## config.mk

```make
export PLATFORM = sky130hd
export DESIGN_NAME = car_slot_writer_flat
export DESIGN_NICKNAME = d
export VERILOG_FILES = /design/src/rtl/car_slot_pkg.sv /design/src/rtl/car_slot_writer_if.sv /design/src/rtl/car_cmd_fifo.sv /design/src/rtl/car_slot_writer.sv /design/src/flat_wrapper.sv
export SDC_FILE = /design/constraint.sdc
export NUM_CORES = 1
export LEC_CHECK = 0
export BUFFER_PORTS_ARGS = -buffer_cell sky130_fd_sc_hd__buf_2
export CORE_MARGIN = 10
export CORE_UTILIZATION = 57
export CTS_CLUSTER_DIAMETER = 30
export DETAILED_ROUTE_END_ITERATION = 8
export PLACE_DENSITY = 0.84
export SKIP_LAST_GASP = 1
export SYNTH_ARGS = -nofsm -noshare
export SYNTH_HDL_FRONTEND = slang
export SYNTH_SLANG_ARGS = --single-unit
export TNS_END_PERCENT = 20
```

## constraint.sdc

```tcl
create_clock -name clk -period 4.7 [get_ports clk]
set_input_delay 0.47 -clock clk [delete_from_list [all_inputs] [get_ports clk]]
set_output_delay 0.47 -clock clk [all_outputs]
set_load 0.02 [all_outputs]
```

## src/rtl/car_slot_pkg.sv

```systemverilog
// ---------------------------------------------------------------------------
// car_slot_pkg
// Shared types and helpers for the car slot writer.
//   state_t      : writer FSM states.
//   field_t      : which per-car register is being addressed.
//   car_cmd_t    : one queued car update (index, x, y, ctrl).
//   REG_BANK_BIT : slot address bit that selects the register bank.
//   car_offset() : register offset of car n, field f (x=3n+1, y=3n+2,
//                  ctrl=3n+3); offset 0 is the bypass register.
// ---------------------------------------------------------------------------
package car_slot_pkg;

    typedef enum logic [2:0] {
        IDLE    = 3'd0,
        WAIT_VB = 3'd1,
        WR_X    = 3'd2,
        WR_Y    = 3'd3,
        WR_CTRL = 3'd4
    } state_t;

    typedef enum logic [1:0] {
        FLD_X    = 2'd0,
        FLD_Y    = 2'd1,
        FLD_CTRL = 2'd2
    } field_t;

    typedef struct packed {
        logic [4:0]  idx;
        logic [10:0] x;
        logic [10:0] y;
        logic [3:0]  ctrl;
    } car_cmd_t;

    localparam int REG_BANK_BIT = 13;

    // Only called with in-range indices, so the 6-bit result never wraps.
    function automatic logic [5:0] car_offset(input logic [4:0] n, input field_t f);
        return 6'(n) * 6'd3 + 6'(f) + 6'd1;
    endfunction

endpackage

```

## src/rtl/car_slot_writer_if.sv

```systemverilog
// ---------------------------------------------------------------------------
// car_slot_writer_if
// Groups the command handshake and the video-slot write bus.
//   cmd_valid/cmd_ready     : command handshake
//   cmd_idx/cmd_x/cmd_y/cmd_ctrl : command payload
//   cs/write/addr/wr_data   : video-slot write port
// Modports: slave = the writer, master = the command source / slot observer.
// ---------------------------------------------------------------------------
interface car_slot_writer_if;
    logic        cmd_valid;
    logic        cmd_ready;
    logic [4:0]  cmd_idx;
    logic [10:0] cmd_x;
    logic [10:0] cmd_y;
    logic [3:0]  cmd_ctrl;
    logic        cs;
    logic        write;
    logic [13:0] addr;
    logic [31:0] wr_data;

    modport slave (
        input  cmd_valid, cmd_idx, cmd_x, cmd_y, cmd_ctrl,
        output cmd_ready, cs, write, addr, wr_data
    );

    modport master (
        output cmd_valid, cmd_idx, cmd_x, cmd_y, cmd_ctrl,
        input  cmd_ready, cs, write, addr, wr_data
    );
endinterface

```

## src/rtl/car_cmd_fifo.sv

```systemverilog
// ---------------------------------------------------------------------------
// car_cmd_fifo
// Synchronous FIFO of car_cmd_t entries.
//   clk, reset_n : clock, synchronous active-low reset (empties the FIFO)
//   push, din    : write request and entry
//   pop          : remove head entry
//   full, empty  : occupancy flags from the registered count
//   head         : oldest entry
//   multi        : at least two entries held
//   second_idx   : car index of the entry behind the head
// A push while full is still accepted when a pop happens in the same cycle.
// ---------------------------------------------------------------------------
module car_cmd_fifo
    import car_slot_pkg::*;
#(
    parameter int DEPTH = 4
) (
    input  logic       clk,
    input  logic       reset_n,
    input  logic       push,
    input  car_cmd_t   din,
    input  logic       pop,
    output logic       full,
    output logic       empty,
    output car_cmd_t   head,
    output logic       multi,
    output logic [4:0] second_idx
);
    localparam int AW = $clog2(DEPTH);
    localparam logic [AW:0] FULL_CNT = (AW+1)'(DEPTH);

    car_cmd_t        mem [DEPTH];
    logic [AW-1:0]   wptr;
    logic [AW-1:0]   rptr;
    logic [AW-1:0]   rptr_p1;
    logic [AW:0]     count;
    logic            do_push;
    logic            do_pop;

    assign do_pop  = pop && !empty;
    assign do_push = push && (!full || do_pop);
    assign rptr_p1 = rptr + 1'b1;

    always_ff @(posedge clk) begin
        if (!reset_n) begin
            wptr  <= '0;
            rptr  <= '0;
            count <= '0;
        end else begin
            if (do_push) wptr <= wptr + 1'b1;
            if (do_pop)  rptr <= rptr + 1'b1;
            case ({do_push, do_pop})
                2'b10:   count <= count + 1'b1;
                2'b01:   count <= count - 1'b1;
                default: count <= count;
            endcase
        end
    end

    always_ff @(posedge clk) begin
        if (do_push) mem[wptr] <= din;
    end

    assign full       = (count == FULL_CNT);
    assign empty      = (count == '0);
    assign multi      = (count > (AW+1)'(1));
    assign head       = mem[rptr];
    assign second_idx = mem[rptr_p1].idx;
endmodule

```

## src/rtl/car_slot_writer.sv

```systemverilog
// ---------------------------------------------------------------------------
// car_slot_writer
// Queues car sprite updates and writes each car's x, y and ctrl registers
// into the video slot register bank during vertical blank.
//   clk, reset_n : clock, synchronous active-low reset
//   y            : current line number from the video sync core
//   bus          : command handshake + slot write port (slave modport)
//   busy         : FIFO non-empty or a car update in flight
//   err_idx      : one-cycle pulse when an out-of-range car index is dropped
// Build option: CAR_WR_VBLANK_GATE_EN defined gates writes to lines
// y >= V_ACTIVE; undefined treats vblank as always true and ignores y.
// ---------------------------------------------------------------------------
module car_slot_writer
    import car_slot_pkg::*;
#(
    parameter int FIFO_DEPTH = 4,
    parameter int NUM_CARS   = 20,
    parameter int V_ACTIVE   = 480
) (
    input  logic               clk,
    input  logic               reset_n,
    input  logic [10:0]        y,
    car_slot_writer_if.slave   bus,
    output logic               busy,
    output logic               err_idx
);
    state_t      state;
    state_t      state_nxt;
    car_cmd_t    cmd_in;
    car_cmd_t    head;
    logic        fifo_full;
    logic        fifo_empty;
    logic        fifo_multi;
    logic        fifo_pop;
    logic [4:0]  second_idx;
    logic        vblank;
    logic        head_ok;
    logic        second_ok;
    logic        wr_en;
    field_t      fld;
    logic [10:0] wr_field;

`ifdef CAR_WR_VBLANK_GATE_EN
    localparam logic [10:0] V_ACT = 11'(V_ACTIVE);
    assign vblank = (y >= V_ACT);
`else
    logic unused_y;
    assign unused_y = ^y;
    assign vblank   = 1'b1;
`endif

    assign cmd_in = '{idx: bus.cmd_idx, x: bus.cmd_x, y: bus.cmd_y, ctrl: bus.cmd_ctrl};

    // Ready reflects only the registered occupancy; a push on a full FIFO
    // still lands when the FIFO pops in the same cycle.
    assign bus.cmd_ready = !fifo_full;

    car_cmd_fifo #(.DEPTH(FIFO_DEPTH)) u_fifo (
        .clk        (clk),
        .reset_n    (reset_n),
        .push       (bus.cmd_valid),
        .din        (cmd_in),
        .pop        (fifo_pop),
        .full       (fifo_full),
        .empty      (fifo_empty),
        .head       (head),
        .multi      (fifo_multi),
        .second_idx (second_idx)
    );

    assign head_ok   = (32'(head.idx) < 32'(NUM_CARS));
    assign second_ok = (32'(second_idx) < 32'(NUM_CARS));

    always_ff @(posedge clk) begin
        if (!reset_n) state <= IDLE;
        else          state <= state_nxt;
    end

    always_comb begin
        state_nxt = state;
        fifo_pop  = 1'b0;
        err_idx   = 1'b0;
        wr_en     = 1'b0;
        fld       = FLD_X;
        wr_field  = '0;
        case (state)
            IDLE: begin
                if (!fifo_empty) state_nxt = WAIT_VB;
            end
            WAIT_VB: begin
                if (fifo_empty) begin
                    state_nxt = IDLE;
                end else if (!head_ok) begin
                    // Bad index: drop it without touching the slot.
                    fifo_pop  = 1'b1;
                    err_idx   = 1'b1;
                    state_nxt = IDLE;
                end else if (vblank) begin
                    state_nxt = WR_X;
                end
            end
            WR_X: begin
                wr_en     = 1'b1;
                fld       = FLD_X;
                wr_field  = head.x;
                state_nxt = WR_Y;
            end
            WR_Y: begin
                wr_en     = 1'b1;
                fld       = FLD_Y;
                wr_field  = head.y;
                state_nxt = WR_CTRL;
            end
            WR_CTRL: begin
                wr_en    = 1'b1;
                fld      = FLD_CTRL;
                wr_field = {7'b0, head.ctrl};
                fifo_pop = 1'b1;
                // Chain straight into the next car only when it is known good;
                // a bad next index goes through WAIT_VB to be flagged.
                if (fifo_multi && vblank && second_ok) state_nxt = WR_X;
                else                                   state_nxt = IDLE;
            end
            default: state_nxt = IDLE;
        endcase
    end

    always_comb begin
        bus.cs      = 1'b0;
        bus.write   = 1'b0;
        bus.addr    = '0;
        bus.wr_data = '0;
        if (wr_en) begin
            bus.cs                 = 1'b1;
            bus.write              = 1'b1;
            bus.addr[REG_BANK_BIT] = 1'b1;
            bus.addr[5:0]          = car_offset(head.idx, fld);
            bus.wr_data            = {21'b0, wr_field};
        end
    end

    assign busy = !fifo_empty || (state == WR_X) || (state == WR_Y) || (state == WR_CTRL);
endmodule

```

## src/flat_wrapper.sv

```systemverilog
// flat-port wrapper written by rule: the top's interface ports become plain ports
module car_slot_writer_flat import car_slot_pkg::*;
#(
    parameter int FIFO_DEPTH = 4,
    parameter int NUM_CARS   = 20,
    parameter int V_ACTIVE   = 480
)
  (clk, reset_n, y, busy, err_idx, bus_cmd_valid, bus_cmd_idx, bus_cmd_x, bus_cmd_y, bus_cmd_ctrl, bus_cmd_ready, bus_cs, bus_write, bus_addr, bus_wr_data);
  car_slot_writer_if bus_i ();
  input  logic clk;
  input  logic reset_n;
  input  logic [10:0] y;
  output logic busy;
  output logic err_idx;
  input wire logic [$bits(bus_i.cmd_valid)-1:0] bus_cmd_valid;
  input wire logic [$bits(bus_i.cmd_idx)-1:0] bus_cmd_idx;
  input wire logic [$bits(bus_i.cmd_x)-1:0] bus_cmd_x;
  input wire logic [$bits(bus_i.cmd_y)-1:0] bus_cmd_y;
  input wire logic [$bits(bus_i.cmd_ctrl)-1:0] bus_cmd_ctrl;
  output wire logic [$bits(bus_i.cmd_ready)-1:0] bus_cmd_ready;
  output wire logic [$bits(bus_i.cs)-1:0] bus_cs;
  output wire logic [$bits(bus_i.write)-1:0] bus_write;
  output wire logic [$bits(bus_i.addr)-1:0] bus_addr;
  output wire logic [$bits(bus_i.wr_data)-1:0] bus_wr_data;
  assign bus_i.cmd_valid = bus_cmd_valid;
  assign bus_i.cmd_idx = bus_cmd_idx;
  assign bus_i.cmd_x = bus_cmd_x;
  assign bus_i.cmd_y = bus_cmd_y;
  assign bus_i.cmd_ctrl = bus_cmd_ctrl;
  assign bus_cmd_ready = bus_i.cmd_ready;
  assign bus_cs = bus_i.cs;
  assign bus_write = bus_i.write;
  assign bus_addr = bus_i.addr;
  assign bus_wr_data = bus_i.wr_data;
  car_slot_writer #(.FIFO_DEPTH(FIFO_DEPTH), .NUM_CARS(NUM_CARS), .V_ACTIVE(V_ACTIVE)) u_core (.clk(clk), .reset_n(reset_n), .y(y), .bus(bus_i), .busy(busy), .err_idx(err_idx));
endmodule
```

Word level (Yosys, flattened, before mapping)
Memory sizes are Yosys's and may differ from the RTL's. A register that Yosys moved wholly into a read port is not among the register bits. Index checks and enable logic that the tools add are counted.

Bits in registers: 10. Latch bits: 0. Bits in writable memories: 124. Memory bits (read-only): 0. Input bits: 45. Memories: 1.

Add/sub/neg operators: 6. Multipliers: 1. Div/mod/pow operators: 0. Order comparisons: 3. Equality and inequality tests: 8. Shift operators: 0. Muxes and demuxes: 20. Bitwise logic cells: 0. Reduce and logical (&&, ||, !) cells: 13.

Memories: u_core.u_fifo.mem (words 4, width 31, rd ports 2, clocked after memory_dff 1, wr ports 1, line car_cmd_fifo.sv:32) `car_cmd_t mem [DEPTH];`.

Operators with widths (number): 11-bit case mux with 3 select lines (1); 3-bit case mux with 5 select lines (1); 11-bit 2-to-1 mux (1); 5-bit < comparator, second input constant (2); 2-bit 2-to-1 mux (4); 1-bit 2-to-1 mux (7); 6-bit by 1-bit adder with 6-bit output, second input constant (1); 6-bit by 2-bit adder with 6-bit output (1); 3-bit by 2-bit == test with 1-bit output, second input constant (2); 3-bit == test, second input constant (2); 3-bit logical NOT (2); 5-bit by 2-bit multiplier with 6-bit output, second input constant (1); 3-bit 2-to-1 mux (2); 6-bit 2-to-1 mux (1); 3-bit case mux with 2 select lines (1); 2-bit by 1-bit adder with 2-bit output, second input constant (2); 1-bit logical OR (4); 2-bit case mux with 2 select lines (1); 3-bit by 1-bit adder with 3-bit output, second input constant (1); 3-bit by 1-bit == test with 1-bit output, second input constant (1); 3-bit by 1-bit greater-than comparator with 1-bit output, second input constant (1); 1-bit logical AND (3); 3-bit OR reduction (1); 3-bit by 1-bit subtractor with 3-bit output, second input constant (1); other kinds (6) (7).

Depth between registers and ports, before layout
Word-level depth: 9. Mapped depth: 12. Mapped depth without buffers: 10.

By module
Synthesis repeated with hierarchy kept, for this count alone.

Cell total of the unflattened synthesis: 351. Area total of the unflattened synthesis: 6069.6 µm².

Modules (own cells, without submodules): car_cmd_fifo (instances 1, cells an instance 232, area each 5166.2 µm², sequential area each 3903.7 µm²); car_slot_writer (instances 1, cells an instance 119, area each 903.4 µm², sequential area each 60.1 µm²).

Worst setup path after synthesis
No wires, ideal clock.

Path kind: register to output. Start point: register with a tool-made name. End point: output port bus_addr[5]. Arrival time: 3182 ps. Data required time: 4230 ps. Path slack: 1048 ps. Stages on the path, launching flop included: 13. Path buffers: 2. Cell sequence: dfxtp_1 -> clkbuf_1 -> buf_2 -> mux4_2 -> inv_1 -> fa_1 -> inv_1 -> ha_1 -> a21o_1 -> a21oi_1 -> o21bai_1 -> a21oi_1 -> mux2i_1.

RTL lines: to (decl) (line flat_wrapper.sv:23) `output wire logic [$bits(bus_i.addr)-1:0] bus_addr;`.

==> flow_metrics.py <==
metrics = {
    "cells_and_area": {
        "layout.nets": 507,
        "leading_cell_type_in_the_layout_fill_and_taps_excluded": "sky130_fd_sc_hd__edfxtp_1",
        "drive_gt1_share_pct": 30.84,
        "layout.area.seq_um2": 3965,
        "stdcell_area_um2": 7083,
        "diodes": 0,
        "fillerInstances": 663,
        "mostFrequentLayoutCells": "sky130_fd_sc_hd__edfxtp_1, sky130_fd_sc_hd__buf_2, sky130_fd_sc_hd__mux4_2",
        "final_cells": 590,
        "area_growth_syn_to_layout_pct": 16.60,
        "multi_input_comb_area_um2": 1839,
    },
    "route": {
        "detail_route.wirelength_um": 12050,
        "antenna_left": 0,
        "drt_pass1_iterations": 4,
        "viasPerCell": 5.563,
        "wl_per_instance_um": 20.42,
        "drt_iter0_markers": 299,
        "drc": 0,
        "num_vias": 3282,
    },
    "worst_setup_path": {
        "critical_path.endpoint_type": "output port",
        "worst_setup_path_start_kind": "register",
        "crit_path_max_fanout": 12,
        "cp.arrival_ns": 3.67,
        "critical_path_required_ns": 4.23,
        "timing.setup.critical_path_class": "register to output port",
    },
    "clock_network": {
        "cts_root_buf": "sky130_fd_sc_hd__clkbuf_8",
        "cts_setup_buffers": 0,
        "cts.reportedPaths.clkPinSlew_ns": 0.06,
        "cts.path.max_buffers": 2,
        "number_of_buffers_created_by_cts": 17,
        "tritoncts": "built",
        "htree_levels": 4,
        "tritoncts_num_sinks": 136,
        "worst_skew_pair.late_latency_ns": 0.52,
        "cts_resized": 0,
        "hold_buffers": 0,
    },
    "worst_hold_path": {
        "hold_path.class": "input port to register",
    },
    "run": {
        "max_cap_viols": 0,
    },
    "logic_synthesis": {
        "synth.avg_cell_area_um2": 16.33,
        "ys_dominant_reg_cell": "sky130_fd_sc_hd__edfxtp_1",
        "synth_top_cell_by_area": "sky130_fd_sc_hd__edfxtp_1",
        "synth_top_cell_area_share_pct": 61.30,
        "area_of_the_mapped_netlist_um2": 6075,
        "synth-seq-area-share_pct": 65.25,
        "netlist_top_cells_area": "sky130_fd_sc_hd__edfxtp_1, sky130_fd_sc_hd__mux4_2, sky130_fd_sc_hd__dfxtp_1, sky130_fd_sc_hd__buf_4, sky130_fd_sc_hd__ha_1",
        "gate_count_post_synth": 372,
        "synth-async-reset-ratio_pct": 0,
        "synth.ff_latch_count": 136,
        "synth_cell_type_count": 48,
        "synth_enable_flop_cells": 124,
        "yosys_warnings": 0,
    },
    "floorplan": {
        "top_level_ports": 96,
        "die_h_um": 123.2,
        "row_count": 37,
        "fp.dieW_um": 123.2,
        "core_region_area_um2": 10370,
        "design.die.area_um2": 15190,
        "initial_core_util_pct": 58.58,
    },
    "sta": {
        "worst_hold_slack_ns": 0.1611,
        "max_clock_skew_ns": 0.01199,
        "period_minus_slack_ns": 4.137,
        "rsz_0062_raised_after_global_routing": "false",
        "timing.final.crit_share_pct": 88.01,
        "timing_worst_slew_pin_value_ns": 0.7037,
        "max_freq_mhz": 241.7,
        "setup_viol_count_final": 0,
        "final_max_slew_violation_count": 0,
        "fin_tns_setup_ns": 0,
        "hold_viol_final": 0,
        "slew_headroom_pct": 53.02,
    },
    "power": {
        "vdd_ir_drop_max_mv": 0.3238,
        "powerDensity_nw_per_um2": 469.7,
        "report.power.total_mw": 3.327,
        "power.leakage_nw": 2.647,
    },
    "place": {
        "placed_area_um2": 6449,
        "place_inst": 559,
        "place.gp.congestion": 0.8108,
        "place_hpwl_um": 7733,
        "io_buffer_count": 56,
    },
    "grt": {
        "grt_pass1_vias": 3460,
        "antenna_found_initial": 0,
        "grt_overflow_total": 0,
        "gr-usage-all-layers_pct": 16.50,
        "grt_start_max_net_pins": 26,
        "wire_length_of_the_first_global_routing_pass_um": 18730,
    },
    "status": {
        "run_status": "finished clean",
    },
}
[flip-flops by register name (all words and copies together) (netlist names), named ones only]
name and flops:
u_core.u_fifo.mem 124, u_core.state 3, u_core.u_fifo.count 3, u_core.u_fifo.rptr 2
u_core.u_fifo.wptr 2
[routing by layer]
metal / wire, um / global-route usage, %
met5: 0 / 0
met4: 181 / 7.205
met3: 1075 / 4.603
met2: 6048 / 27.93
met1: 4740 / 19.33
[cells in the mapped netlist (2+ instances only)]
| library cell | number |
|---|---|
| sky130_fd_sc_hd__fa_1 | 2 |
| sky130_fd_sc_hd__a21o_1 | 3 |
| sky130_fd_sc_hd__mux2i_1 | 16 |
| sky130_fd_sc_hd__a21oi_1 | 7 |
| sky130_fd_sc_hd__o21a_1 | 3 |
| sky130_fd_sc_hd__buf_2 | 3 |
| sky130_fd_sc_hd__nand2b_1 | 3 |
| sky130_fd_sc_hd__nor2b_1 | 4 |
| sky130_fd_sc_hd__nand2_1 | 12 |
| sky130_fd_sc_hd__edfxtp_1 | 124 |
| sky130_fd_sc_hd__dfxtp_1 | 12 |
| sky130_fd_sc_hd__mux2_2 | 2 |
| sky130_fd_sc_hd__mux4_2 | 30 |
| sky130_fd_sc_hd__buf_4 | 32 |
| sky130_fd_sc_hd__clkbuf_1 | 6 |
| sky130_fd_sc_hd__inv_1 | 23 |
| sky130_fd_sc_hd__o21ai_0 | 11 |
| sky130_fd_sc_hd__xnor2_1 | 4 |
| sky130_fd_sc_hd__ha_1 | 18 |
| sky130_fd_sc_hd__o211ai_1 | 3 |
| sky130_fd_sc_hd__nor3_1 | 2 |
| sky130_fd_sc_hd__nor2_1 | 25 |
| sky130_fd_sc_hd__xor2_1 | 2 |
[critical path, stage by stage (launching register included)]
cell	delay [ns]
sky130_fd_sc_hd__dfxtp_1	0.77
sky130_fd_sc_hd__mux4_2	0.35
sky130_fd_sc_hd__inv_1	0.06
sky130_fd_sc_hd__fa_1	0.55
sky130_fd_sc_hd__inv_1	0.06
sky130_fd_sc_hd__ha_1	0.28
sky130_fd_sc_hd__a21o_1	0.17
sky130_fd_sc_hd__a21oi_1	0.23
sky130_fd_sc_hd__o21bai_1	0.09
sky130_fd_sc_hd__a21oi_1	0.21
sky130_fd_sc_hd__mux2i_1	0.20
sky130_fd_sc_hd__buf_2	0.18
[through the flow]
step	setup WS [ns]	util, %
5_1_grt	0.2712	68.30
3_3_place_gp	1.077	62.19
4_1_cts	0.5040	68.30
6_report	0.5633	68.30
2_1_floorplan	1.048	-
3_5_place_dp	1.031	62.19
[area by class of cell]
| type | count | share of cell area (%) |
|---|---|---|
| well taps | 136 | 2.402 |
| flip-flops and latches | 136 | 55.98 |
| inverters | 25 | 1.325 |
| clock buffers | 17 | 5.847 |
| repair buffers | 66 | 5.370 |
| multi-input cells | 196 | 25.97 |
| clock inverters | 14 | 3.109 |
[worst paths after layout]
check                             to                    from  cells past startpoint  slack (ns)
max reg2reg  u_core.u_fifo.mem[1][0]                register                      8        1.03
min reg2reg   u_core.u_fifo.count[0]  u_core.u_fifo.count[0]                      2        0.50
min          u_core.u_fifo.mem[0][6]            bus_cmd_y[2]                      1        0.16
max                      bus_addr[5]                register                     11        0.56
[where the power goes]
part	internal [mW]	switching (mW)	total [mW]
clock network	0.918	0.504	1.42
registers	1.41	0.0349	1.45
logic	0.190	0.270	0.459
total	2.52	0.808	3.33
[cells by family (layout without fill, tap and decap cells)]
family | Yosys count | after routing | synth area share (%)
flops | 136 | 136 | 65.25
other cells | 1 | 28 | 0.06173
simple gates | 53 | 53 | 4.017
xor+xnor | 6 | 6 | 0.8651
compound gates | 40 | 40 | 4.758
buf+inv | 67 | 122 | 6.302
fa+ha+maj | 20 | 20 | 4.367
mux | 49 | 49 | 14.38
No activity file was read; power rests on OpenSTA's default activity.
